`src/rtl/mem_access_if.sv`:
```
// Data-bus bundle between the MEM stage (master) and memory/MMIO (slave).
// A request is held until the one-cycle ack strobe or an abort.
interface mem_access_if;
    logic        bus_req;
    logic        bus_we;
    logic [31:0] bus_addr;
    logic [31:0] bus_wdata;
    logic [31:0] bus_rdata;
    logic        bus_ack;

    modport master (
        output bus_req,
        output bus_we,
        output bus_addr,
        output bus_wdata,
        input  bus_rdata,
        input  bus_ack
    );

    modport slave (
        input  bus_req,
        input  bus_we,
        input  bus_addr,
        input  bus_wdata,
        output bus_rdata,
        output bus_ack
    );
endinterface

```
`src/rtl/mem_access.sv`:
```
// MIPS MEM stage: runs LW/SW over a req/ack bus with variable latency, stalls the
// pipeline while the access is outstanding and registers the write-back result.
module mem_access #(
    parameter int unsigned TIMEOUT   = 255,
    parameter logic [2:0]  MEM_LW_OP = 3'd1,
    parameter logic [2:0]  MEM_SW_OP = 3'd2
) (
    input  logic               clk,
    input  logic               rst,
    input  logic [2:0]         mem_op,
    input  logic [31:0]        mem_addr,
    input  logic [31:0]        mem_data,
    input  logic [4:0]         wr_reg,
    input  logic [31:0]        wr_data,
    input  logic               we_in,
    mem_access_if.master       bus,
    output logic               stall,
    output logic [4:0]         wb_write_reg,
    output logic [31:0]        wb_write_data,
    output logic               wb_we,
    output logic               misalign,
    output logic               bus_err
);

    typedef enum logic [1:0] {StIdle, StWait, StDone} state_e;

    state_e      state_q, state_d;
    logic [15:0] cnt_q, cnt_d;
    logic        req_q, req_d;
    logic        we_q, we_d;
    logic [31:0] addr_q, addr_d;
    logic [31:0] wdata_q, wdata_d;
    logic        lw_q, lw_d;
    logic [4:0]  reg_q, reg_d;
    logic [31:0] load_q, load_d;
    logic        mis_q, mis_d;
    logic        err_q, err_d;
    logic [4:0]  wb_reg_q, wb_reg_d;
    logic [31:0] wb_data_q, wb_data_d;
    logic        wb_we_q, wb_we_d;

    logic is_lw, is_sw, is_mem, aligned;

    // Any encoding other than LW/SW behaves as NOP.
    assign is_lw   = (mem_op == MEM_LW_OP);
    assign is_sw   = (mem_op == MEM_SW_OP);
    assign is_mem  = is_lw | is_sw;
    assign aligned = (mem_addr[1:0] == 2'b00);

    always_comb begin
        state_d   = state_q;
        cnt_d     = cnt_q;
        req_d     = req_q;
        we_d      = we_q;
        addr_d    = addr_q;
        wdata_d   = wdata_q;
        lw_d      = lw_q;
        reg_d     = reg_q;
        load_d    = load_q;
        mis_d     = mis_q;
        err_d     = err_q;
        stall     = 1'b0;

        unique case (state_q)
            StIdle: begin
                if (is_mem && aligned) begin
                    stall   = 1'b1;
                    state_d = StWait;
                    cnt_d   = '0;
                    req_d   = 1'b1;
                    we_d    = is_sw;
                    addr_d  = {mem_addr[31:2], 2'b00};
                    wdata_d = mem_data;
                    lw_d    = is_lw;
                    reg_d   = wr_reg;
                end else if (is_mem) begin
                    mis_d = 1'b1;
                end
            end
            StWait: begin
                stall = 1'b1;
                cnt_d = cnt_q + 16'd1;
                // Ack takes priority over a timeout landing in the same cycle.
                if (bus.bus_ack) begin
                    req_d   = 1'b0;
                    state_d = StDone;
                    if (lw_q) load_d = bus.bus_rdata;
                end else if (cnt_d == 16'(TIMEOUT)) begin
                    req_d   = 1'b0;
                    load_d  = '0;
                    err_d   = 1'b1;
                    state_d = StDone;
                end
            end
            StDone: begin
                state_d = StIdle;
            end
            default: begin
                state_d = StIdle;
            end
        endcase
    end

    always_comb begin
        wb_reg_d  = '0;
        wb_data_d = '0;
        wb_we_d   = 1'b0;
        if (stall) begin
            wb_we_d = 1'b0;
        end else if (state_q == StDone) begin
            // The completed op is still at the inputs; only LW writes back.
            if (lw_q) begin
                wb_reg_d  = reg_q;
                wb_data_d = load_q;
                wb_we_d   = we_in;
            end
        end else if (!is_mem) begin
            wb_reg_d  = wr_reg;
            wb_data_d = wr_data;
            wb_we_d   = we_in;
        end
    end

    always_ff @(posedge clk) begin
        if (rst) begin
            state_q   <= StIdle;
            cnt_q     <= '0;
            req_q     <= 1'b0;
            we_q      <= 1'b0;
            addr_q    <= '0;
            wdata_q   <= '0;
            lw_q      <= 1'b0;
            reg_q     <= '0;
            load_q    <= '0;
            mis_q     <= 1'b0;
            err_q     <= 1'b0;
            wb_reg_q  <= '0;
            wb_data_q <= '0;
            wb_we_q   <= 1'b0;
        end else begin
            state_q   <= state_d;
            cnt_q     <= cnt_d;
            req_q     <= req_d;
            we_q      <= we_d;
            addr_q    <= addr_d;
            wdata_q   <= wdata_d;
            lw_q      <= lw_d;
            reg_q     <= reg_d;
            load_q    <= load_d;
            mis_q     <= mis_d;
            err_q     <= err_d;
            wb_reg_q  <= wb_reg_d;
            wb_data_q <= wb_data_d;
            wb_we_q   <= wb_we_d;
        end
    end

    assign bus.bus_req   = req_q;
    assign bus.bus_we    = we_q;
    assign bus.bus_addr  = addr_q;
    assign bus.bus_wdata = wdata_q;
    assign wb_write_reg  = wb_reg_q;
    assign wb_write_data = wb_data_q;
    assign wb_we         = wb_we_q;
    assign misalign      = mis_q;
    assign bus_err       = err_q;

endmodule

```
`src/flat_wrapper.sv`:
```
// flat-port wrapper written by rule: the top's interface ports become plain ports
module mem_access_flat 
#(
    parameter int unsigned TIMEOUT   = 255,
    parameter logic [2:0]  MEM_LW_OP = 3'd1,
    parameter logic [2:0]  MEM_SW_OP = 3'd2
)
  (clk, rst, mem_op, mem_addr, mem_data, wr_reg, wr_data, we_in, stall, wb_write_reg, wb_write_data, wb_we, misalign, bus_err, bus_bus_req, bus_bus_we, bus_bus_addr, bus_bus_wdata, bus_bus_rdata, bus_bus_ack);
  mem_access_if bus_i ();
  input  logic clk;
  input  logic rst;
  input  logic [2:0] mem_op;
  input  logic [31:0] mem_addr;
  input  logic [31:0] mem_data;
  input  logic [4:0] wr_reg;
  input  logic [31:0] wr_data;
  input  logic we_in;
  output logic stall;
  output logic [4:0] wb_write_reg;
  output logic [31:0] wb_write_data;
  output logic wb_we;
  output logic misalign;
  output logic bus_err;
  output wire logic [$bits(bus_i.bus_req)-1:0] bus_bus_req;
  output wire logic [$bits(bus_i.bus_we)-1:0] bus_bus_we;
  output wire logic [$bits(bus_i.bus_addr)-1:0] bus_bus_addr;
  output wire logic [$bits(bus_i.bus_wdata)-1:0] bus_bus_wdata;
  input wire logic [$bits(bus_i.bus_rdata)-1:0] bus_bus_rdata;
  input wire logic [$bits(bus_i.bus_ack)-1:0] bus_bus_ack;
  assign bus_bus_req = bus_i.bus_req;
  assign bus_bus_we = bus_i.bus_we;
  assign bus_bus_addr = bus_i.bus_addr;
  assign bus_bus_wdata = bus_i.bus_wdata;
  assign bus_i.bus_rdata = bus_bus_rdata;
  assign bus_i.bus_ack = bus_bus_ack;
  mem_access #(.TIMEOUT(TIMEOUT), .MEM_LW_OP(MEM_LW_OP), .MEM_SW_OP(MEM_SW_OP)) u_core (.clk(clk), .rst(rst), .mem_op(mem_op), .mem_addr(mem_addr), .mem_data(mem_data), .wr_reg(wr_reg), .wr_data(wr_data), .we_in(we_in), .bus(bus_i), .stall(stall), .wb_write_reg(wb_write_reg), .wb_write_data(wb_write_data), .wb_we(wb_we), .misalign(misalign), .bus_err(bus_err));
endmodule
```
`config.mk`:
```
export PLATFORM = sky130hd
export DESIGN_NAME = mem_access_flat
export DESIGN_NICKNAME = d
export VERILOG_FILES = /design/src/rtl/mem_access_if.sv /design/src/rtl/mem_access.sv /design/src/flat_wrapper.sv
export SDC_FILE = /design/constraint.sdc
export NUM_CORES = 1
export LEC_CHECK = 0
export ABC_AREA = 0
export CORE_UTILIZATION = 40
export DETAILED_ROUTE_END_ITERATION = 8
export PLACE_DENSITY = 0.82
export RECOVER_POWER = 100
export SLEW_MARGIN = 30
export SYNTH_ARGS = -nofsm -noshare
export SYNTH_HDL_FRONTEND = slang
export SYNTH_SLANG_ARGS = --single-unit
export TNS_END_PERCENT = 20
```
`constraint.sdc`:
```
create_clock -name clk -period 5 [get_ports clk]
set_input_delay 0.5 -clock clk [delete_from_list [all_inputs] [get_ports clk]]
set_output_delay 0.5 -clock clk [all_outputs]
set_load 0.02 [all_outputs]
```
==> flow_summary.yaml, run 1 <==
clock_network:
  clk_pin_slew_worst_paths_ps: 70
  clock_path_buffers: 2
  hold_fix_buffers_at_cts: 0
  cts_resized: 0
  cts-htree-levels: 4
  cts.root.buffer_cell: "sky130_fd_sc_hd__clkbuf_16"
  insertion_delay_ps: 420
  cts_made_buffers: 17
  tritoncts: "done"
  clock-sinks: 160
  cts_setup_buffers: 0
worst_setup_path:
  crit_path_cell_trace: "dlygate4sd3_1, nand2b_1, a2111oi_0, nor2_1, inv_1, dlygate4sd3_1"
  worstSetupEndpointType: "output pin"
  timing.rr.end: "u_core.load_q[10]"
  critical_path.most_common_cell: "sky130_fd_sc_hd__dlygate4sd3_1"
  timing.setup.critical_path_class: "input pin to output pin"
  reg2reg_slack_ps: 1340
  startpoint_type: "input pin"
  worst_ep_required_time_ps: 4500
  worstReg2RegStart: "u_core.cnt_q[0]"
  slowest_stage: "sky130_fd_sc_hd__a2111oi_0"
  worstPathMaxFanout: 14
  worstPathArrival_ps: 3400
  reg2reg_depth: 7
  critical_path.max_stage_delay_ps: 780
timing:
  final_hold_viol_count: 0
  layout_setup_ws_ps: 1100
  relSlewSlack_pct: -95.7
  setup-violations-final: 0
  setup-tns-final_ps: 0
  finalCriticalPeriod_ps: 3900
  final.setup_skew_ps: 9.52
  timing_worst_slew_pin_value_ps: 2940
  layout_worst_path_cycle_share_pct: 78.0
  rsz_0062_raised_after_global_routing: "no"
  max_freq_mhz: 256
  timing_max_transition_violations_final: 104
drt:
  drc: 0
  vias: 6293
  firstDrtPassIters: 5
  postRouteWirelength_mm: 19.1
  routedWlPerCell_um: 16.0
  antenna_violating_nets_post_route: 0
  vias_per_cell: 5.28
  detailedRoute.firstIterationViolations: 440
final_layout:
  num-nets-final: 1104
  finish.instance_area_um2: 9580
  layout.cells.non_filler: 1191
  areaGrowthSynthToFinish_pct: 43.1
  mostFrequentLayoutCell: "sky130_fd_sc_hd__dfxtp_1"
  diodes: 0
  final_cell_mix: "sky130_fd_sc_hd__dfxtp_1, sky130_fd_sc_hd__nand2_1, sky130_fd_sc_hd__clkdlybuf4s50_1"
  final_layout_size_suffix_gt1_share_pct: 8.10
synthesis:
  netlist.area_leader.share_pct: 47.9
  mappedNetlistArea_um2: 6690
  netlist.top_cell.by_area: "sky130_fd_sc_hd__dfxtp_1"
  seq_area_frac_synth_pct: 47.9
  synthTopCellsByArea: "sky130_fd_sc_hd__dfxtp_1, sky130_fd_sc_hd__nand2_1, sky130_fd_sc_hd__a22oi_1, sky130_fd_sc_hd__a21oi_1, sky130_fd_sc_hd__o22ai_2"
  ys.flop_type: "sky130_fd_sc_hd__dfxtp_1"
  postSynth.asyncResetShare_pct: 0
  number_of_flops_mapped_to_enable_cells_by_yosys: 0
  yosys_warn_count: 0
  postSynthRegisterBits: 160
  synth_cells: 756
  synth_cell_types: 57
  synth_area_per_cell_um2: 8.85
min_path:
  worstHoldPathType: "flop to flop"
  hold_ep: "u_core.bus.bus_addr[25]"
  worst_hold_path_startpoint: "u_core.bus.bus_addr[25]"
  timing.hold.worst_path_depth: 2
placement:
  dpl_cells: 1158
  placed_area_um2: 9030
  gp_congestion: 0.799
  dpl.hpwl_mm: 12.5
  place_ws_ps: 1620
  portBuffers: 244
global_routing:
  grt_max_degree: 93
  remaining_global_route_overflow: 0
  first_pass_grt_wire_length_mm: 30.8
  number_of_antenna_violations_at_the_first_check_in_global_routing: 0
  grt_use_total_pct: 22.1
  vias_in_the_first_global_route: 6076
pwr:
  power.static_leakage_nw: 3.66
  irDropWorstVdd_mv: 0.249
  p_total_mw: 2.93
  cellPowerDensity_nw_per_um2: 306
floorplan:
  floorplan.io_pins: 247
  die_width_um: 131
  core_um2: 16100
  fp.dieH_um: 131
  initial_utilization_pct: 41.5
  floorplan.rows: 46
  die_area_um2: 17300
status:
  status: "finished, violations left"
  violations: "capacitance limit, slew limit"
flow_run:
  max-cap-violations: 2
## stage by stage
step	util [%]	hold WS (ps)
final	59.4	449
after global routing	59.4	468
after CTS	59.7	455
after detailed placement	56.0	446
after global placement	56.0	441
after floorplan	-	437
## cell families after synthesis
family | synth area share (%)
xor+xnor | 0.785
flops | 47.9
mux | 0.299
fa+ha+maj | 0.374
simple gates | 19.4
buf+inv | 7.42
compound gates | 23.8
other cells | 0.0560
## Yosys cell counts (all sizes together), types with 4 or more instances
master / n
o21ai: 14
inv: 8
dlygate4sd1: 6
xnor2: 4
clkbuf: 36
dfxtp: 160
o22ai: 33
buf: 17
dlygate4sd3: 8
nand2: 146
nor2: 66
nand3: 40
nor3: 7
a21oi: 88
nand4: 5
a22oi: 69
and3: 4
## per-layer routing
layer / vias up / wire [um] / global-route usage, %
met3: 25 / 1810 / 7.83
li1: 3059 / - / -
met4: 0 / 372 / 8.33
met2: 286 / 9090 / 37.0
met1: 2923 / 7830 / 26.0
met5: - / 0 / 0
## where the power goes
part	internal, mW	total [mW]	switching [mW]
logic	0.162	0.312	0.151
clock network	0.759	1.30	0.544
registers	1.31	1.32	0.0101
total	2.23	2.93	0.705
## critical path: cells and delay by family
family / cells / cell delay [ps]
and+or+nand+nor: 2 / 620
AOI/OAI and AO/OA: 1 / 780
buffers and inverters: 3 / 1490
## how the worst max path moves through the flow
stage                    start                       end  slack [ps]  cells past startpoint
2_1_floorplan  u_core.cnt_q[0]          u_core.load_q[0]        2930                      9
4_1_cts              mem_op[1]                     stall        1670                      6
5_1_grt              mem_op[1]  u_core.bus.bus_wdata[16]         870                      7
6_report             mem_op[1]                     stall        1100                      6
3_3_place_gp         mem_op[1]  u_core.wb_write_data[12]        1700                      7
3_5_place_dp         mem_op[1]  u_core.wb_write_data[12]        1620                      7
## cell type report
| cell class | count | area [um^2] |
|---|---|---|
| tap | 216 | 270 |
| inverter | 8 | 30.0 |
| clock buffer | 19 | 443 |
| clock inverter | 13 | 151 |
| timing repair buffer | 254 | 2520 |
| sequential | 160 | 3200 |
| multi-input combinational | 521 | 2960 |
| fill | 1382 | 6540 |
Note: power is estimated with default switching activity, not from simulation.
==> inputs of run 2 (changes only) <==
Settings changed: PLACE_DENSITY 0.82 to 0.85.
Clock period 5 ns to 3.2 ns, I/O delays scaled along.
==> run 2 against run 1 <==
Against the previous run: largest cell class unchanged; non-clock buffer count up 1; the run now ends clean; critical endpoint is now u_core.state_q[0]; combinational power is 56% higher; worst hold slack got worse by 6.6 ps.
==> flow_summary.yaml, run 2 (synthesis gave the netlist of run 1 again) <==
worst_setup_path:
  worstPathArrival_ps: 3060
  reg2reg_depth: 8
  timing.setup.critical_path_class: "flop to flop"
  startpoint_type: "flop"
  worstSetupPathDepth: 8
  worstReg2RegStart: "u_core.cnt_q[0]"
  slowest_stage: "sky130_fd_sc_hd__nor3_1"
  top_delay_family_on_crit_path: "simple AND/OR/NAND/NOR gates"
  worst_ep_required_time_ps: 3510
  cp.buffers_inverters: 1
  worstPathMaxFanout: 34
  crit_path_cell_trace: "ha_1, nand3_4, nor3_1, mux2i_1, nor3_1, and4_2, buf_12, o41ai_1"
  worstSetupStartpoint: "u_core.cnt_q[0]"
  worstSetupEndpointType: "flop"
  critical_path.max_stage_delay_ps: 630
  critical_path.most_common_cell: "sky130_fd_sc_hd__nor3_1"
floorplan:
  core_um2: 16100
  die_area_um2: 17300
  floorplan.rows: 46
  fp.dieH_um: 131
  die_width_um: 131
  floorplan.io_pins: 247
  initial_utilization_pct: 41.5
placement:
  gp_congestion: 0.805
  placed_area_um2: 9060
  dpl.hpwl_mm: 12.5
  portBuffers: 244
drt:
  firstDrtPassIters: 5
  detailedRoute.firstIterationViolations: 441
  vias_per_cell: 5.30
  antenna_violating_nets_post_route: 0
  postRouteWirelength_mm: 19.0
  routedWlPerCell_um: 16.0
  vias: 6322
  drc: 0
clock_network:
  cts_resized: 0
  cts-htree-levels: 4
  insertion_delay_ps: 420
  clock_path_buffers: 2
  clk_pin_slew_worst_paths_ps: 70
  cts_made_buffers: 17
  hold_fix_buffers_at_cts: 0
  cts_setup_buffers: 0
  clock-sinks: 160
  cts.root.buffer_cell: "sky130_fd_sc_hd__clkbuf_16"
  tritoncts: "done"
timing:
  final.setup_skew_ps: 7.78
  final_hold_viol_count: 0
  rsz_0062_raised_after_global_routing: "no"
  finalCriticalPeriod_ps: 2750
  layout_worst_path_cycle_share_pct: 85.8
  setup-violations-final: 0
  timing_worst_slew_pin_value_ps: 1400
  max_freq_mhz: 364
  setup-tns-final_ps: 0
  relSlewSlack_pct: 6.57
  timing_max_transition_violations_final: 0
final_layout:
  diodes: 0
  final_layout_size_suffix_gt1_share_pct: 5.94
  final_cell_mix: "sky130_fd_sc_hd__dfxtp_1, sky130_fd_sc_hd__nand2_1, sky130_fd_sc_hd__clkdlybuf4s50_1"
  finish.instance_area_um2: 9490
  mostFrequentLayoutCell: "sky130_fd_sc_hd__dfxtp_1"
  areaGrowthSynthToFinish_pct: 41.8
  multi_input_area_um2: 2810
  seq_area_um2: 3200
  num-nets-final: 1105
  final.fill_count: 1401
global_routing:
  vias_in_the_first_global_route: 5998
  first_pass_grt_wire_length_mm: 30.2
  remaining_global_route_overflow: 0
  grt_max_degree: 121
  number_of_antenna_violations_at_the_first_check_in_global_routing: 0
  grt_use_total_pct: 21.8
min_path:
  timing.hold.worst_path_depth: 3
  worstHoldPathType: "input pin to flop"
  worst_hold_path_startpoint: "mem_addr[31]"
status:
  status: "finished clean"
pwr:
  cellPowerDensity_nw_per_um2: 498
  power.static_leakage_nw: 3.63
  irDropWorstVdd_mv: 0.448
  p_total_mw: 4.73
flow_run:
  max-cap-violations: 0
==> run 2: final timing paths <==
| path | slack (ps) | end |
|---|---|---|
| worst max register to register | 450 | u_core.state_q[0] |
| worst max-delay path | 450 | u_core.state_q[0] |
| worst min register to register | 450 | u_core.bus.bus_wdata[2] |
| worst min-delay path | 440 | u_core.bus.bus_addr[31] |
==> run 2: per-layer routing <==
metal	GRT usage, %	vias up	routed length [um]	share of wire [%]
met1	25.7	2959	7740	41
met5	0	-	0	0
met3	8.60	19	1940	10
met2	36.7	278	9120	48
met4	5.94	0	243	1.3
li1	-	3066	-	-
==> run 2: cell type report <==
type / instances / share of cell area, %
clock buffers: 18 / 4.63
clock inverters: 14 / 2.12
inverters: 8 / 0.316
multi-input cells: 521 / 29.6
flip-flops and latches: 160 / 33.7
well taps: 216 / 2.85
repair buffers: 255 / 26.7
==> run 2: through the flow <==
| stage | hold WS, ps | utilization, % | instances | worst slack (ps) |
|---|---|---|---|---|
| floorplan | 420 | - | 757 | 1130 |
| global placement | 441 | 56.2 | 1160 | 647 |
| detailed placement | 446 | 56.2 | 1160 | 623 |
| CTS | 429 | 60.2 | 1192 | 611 |
| global route | 433 | 58.9 | 1192 | 271 |
| finish | 443 | 58.9 | 1192 | 454 |
==> run 2: tightest hold or removal path, stage by stage <==
cell	delay, ps
sky130_fd_sc_hd__clkdlybuf4s50_1	390
sky130_fd_sc_hd__nand2_1	50
sky130_fd_sc_hd__a21oi_1	50
==> run 2: report_power, final <==
part / total, mW / internal [mW] / switching (mW) / leakage (nW)
clock: 2.19 / 1.34 / 0.844 / 0.308
combinational: 0.487 / 0.253 / 0.234 / 2.02
sequential: 2.06 / 2.04 / 0.0153 / 1.30
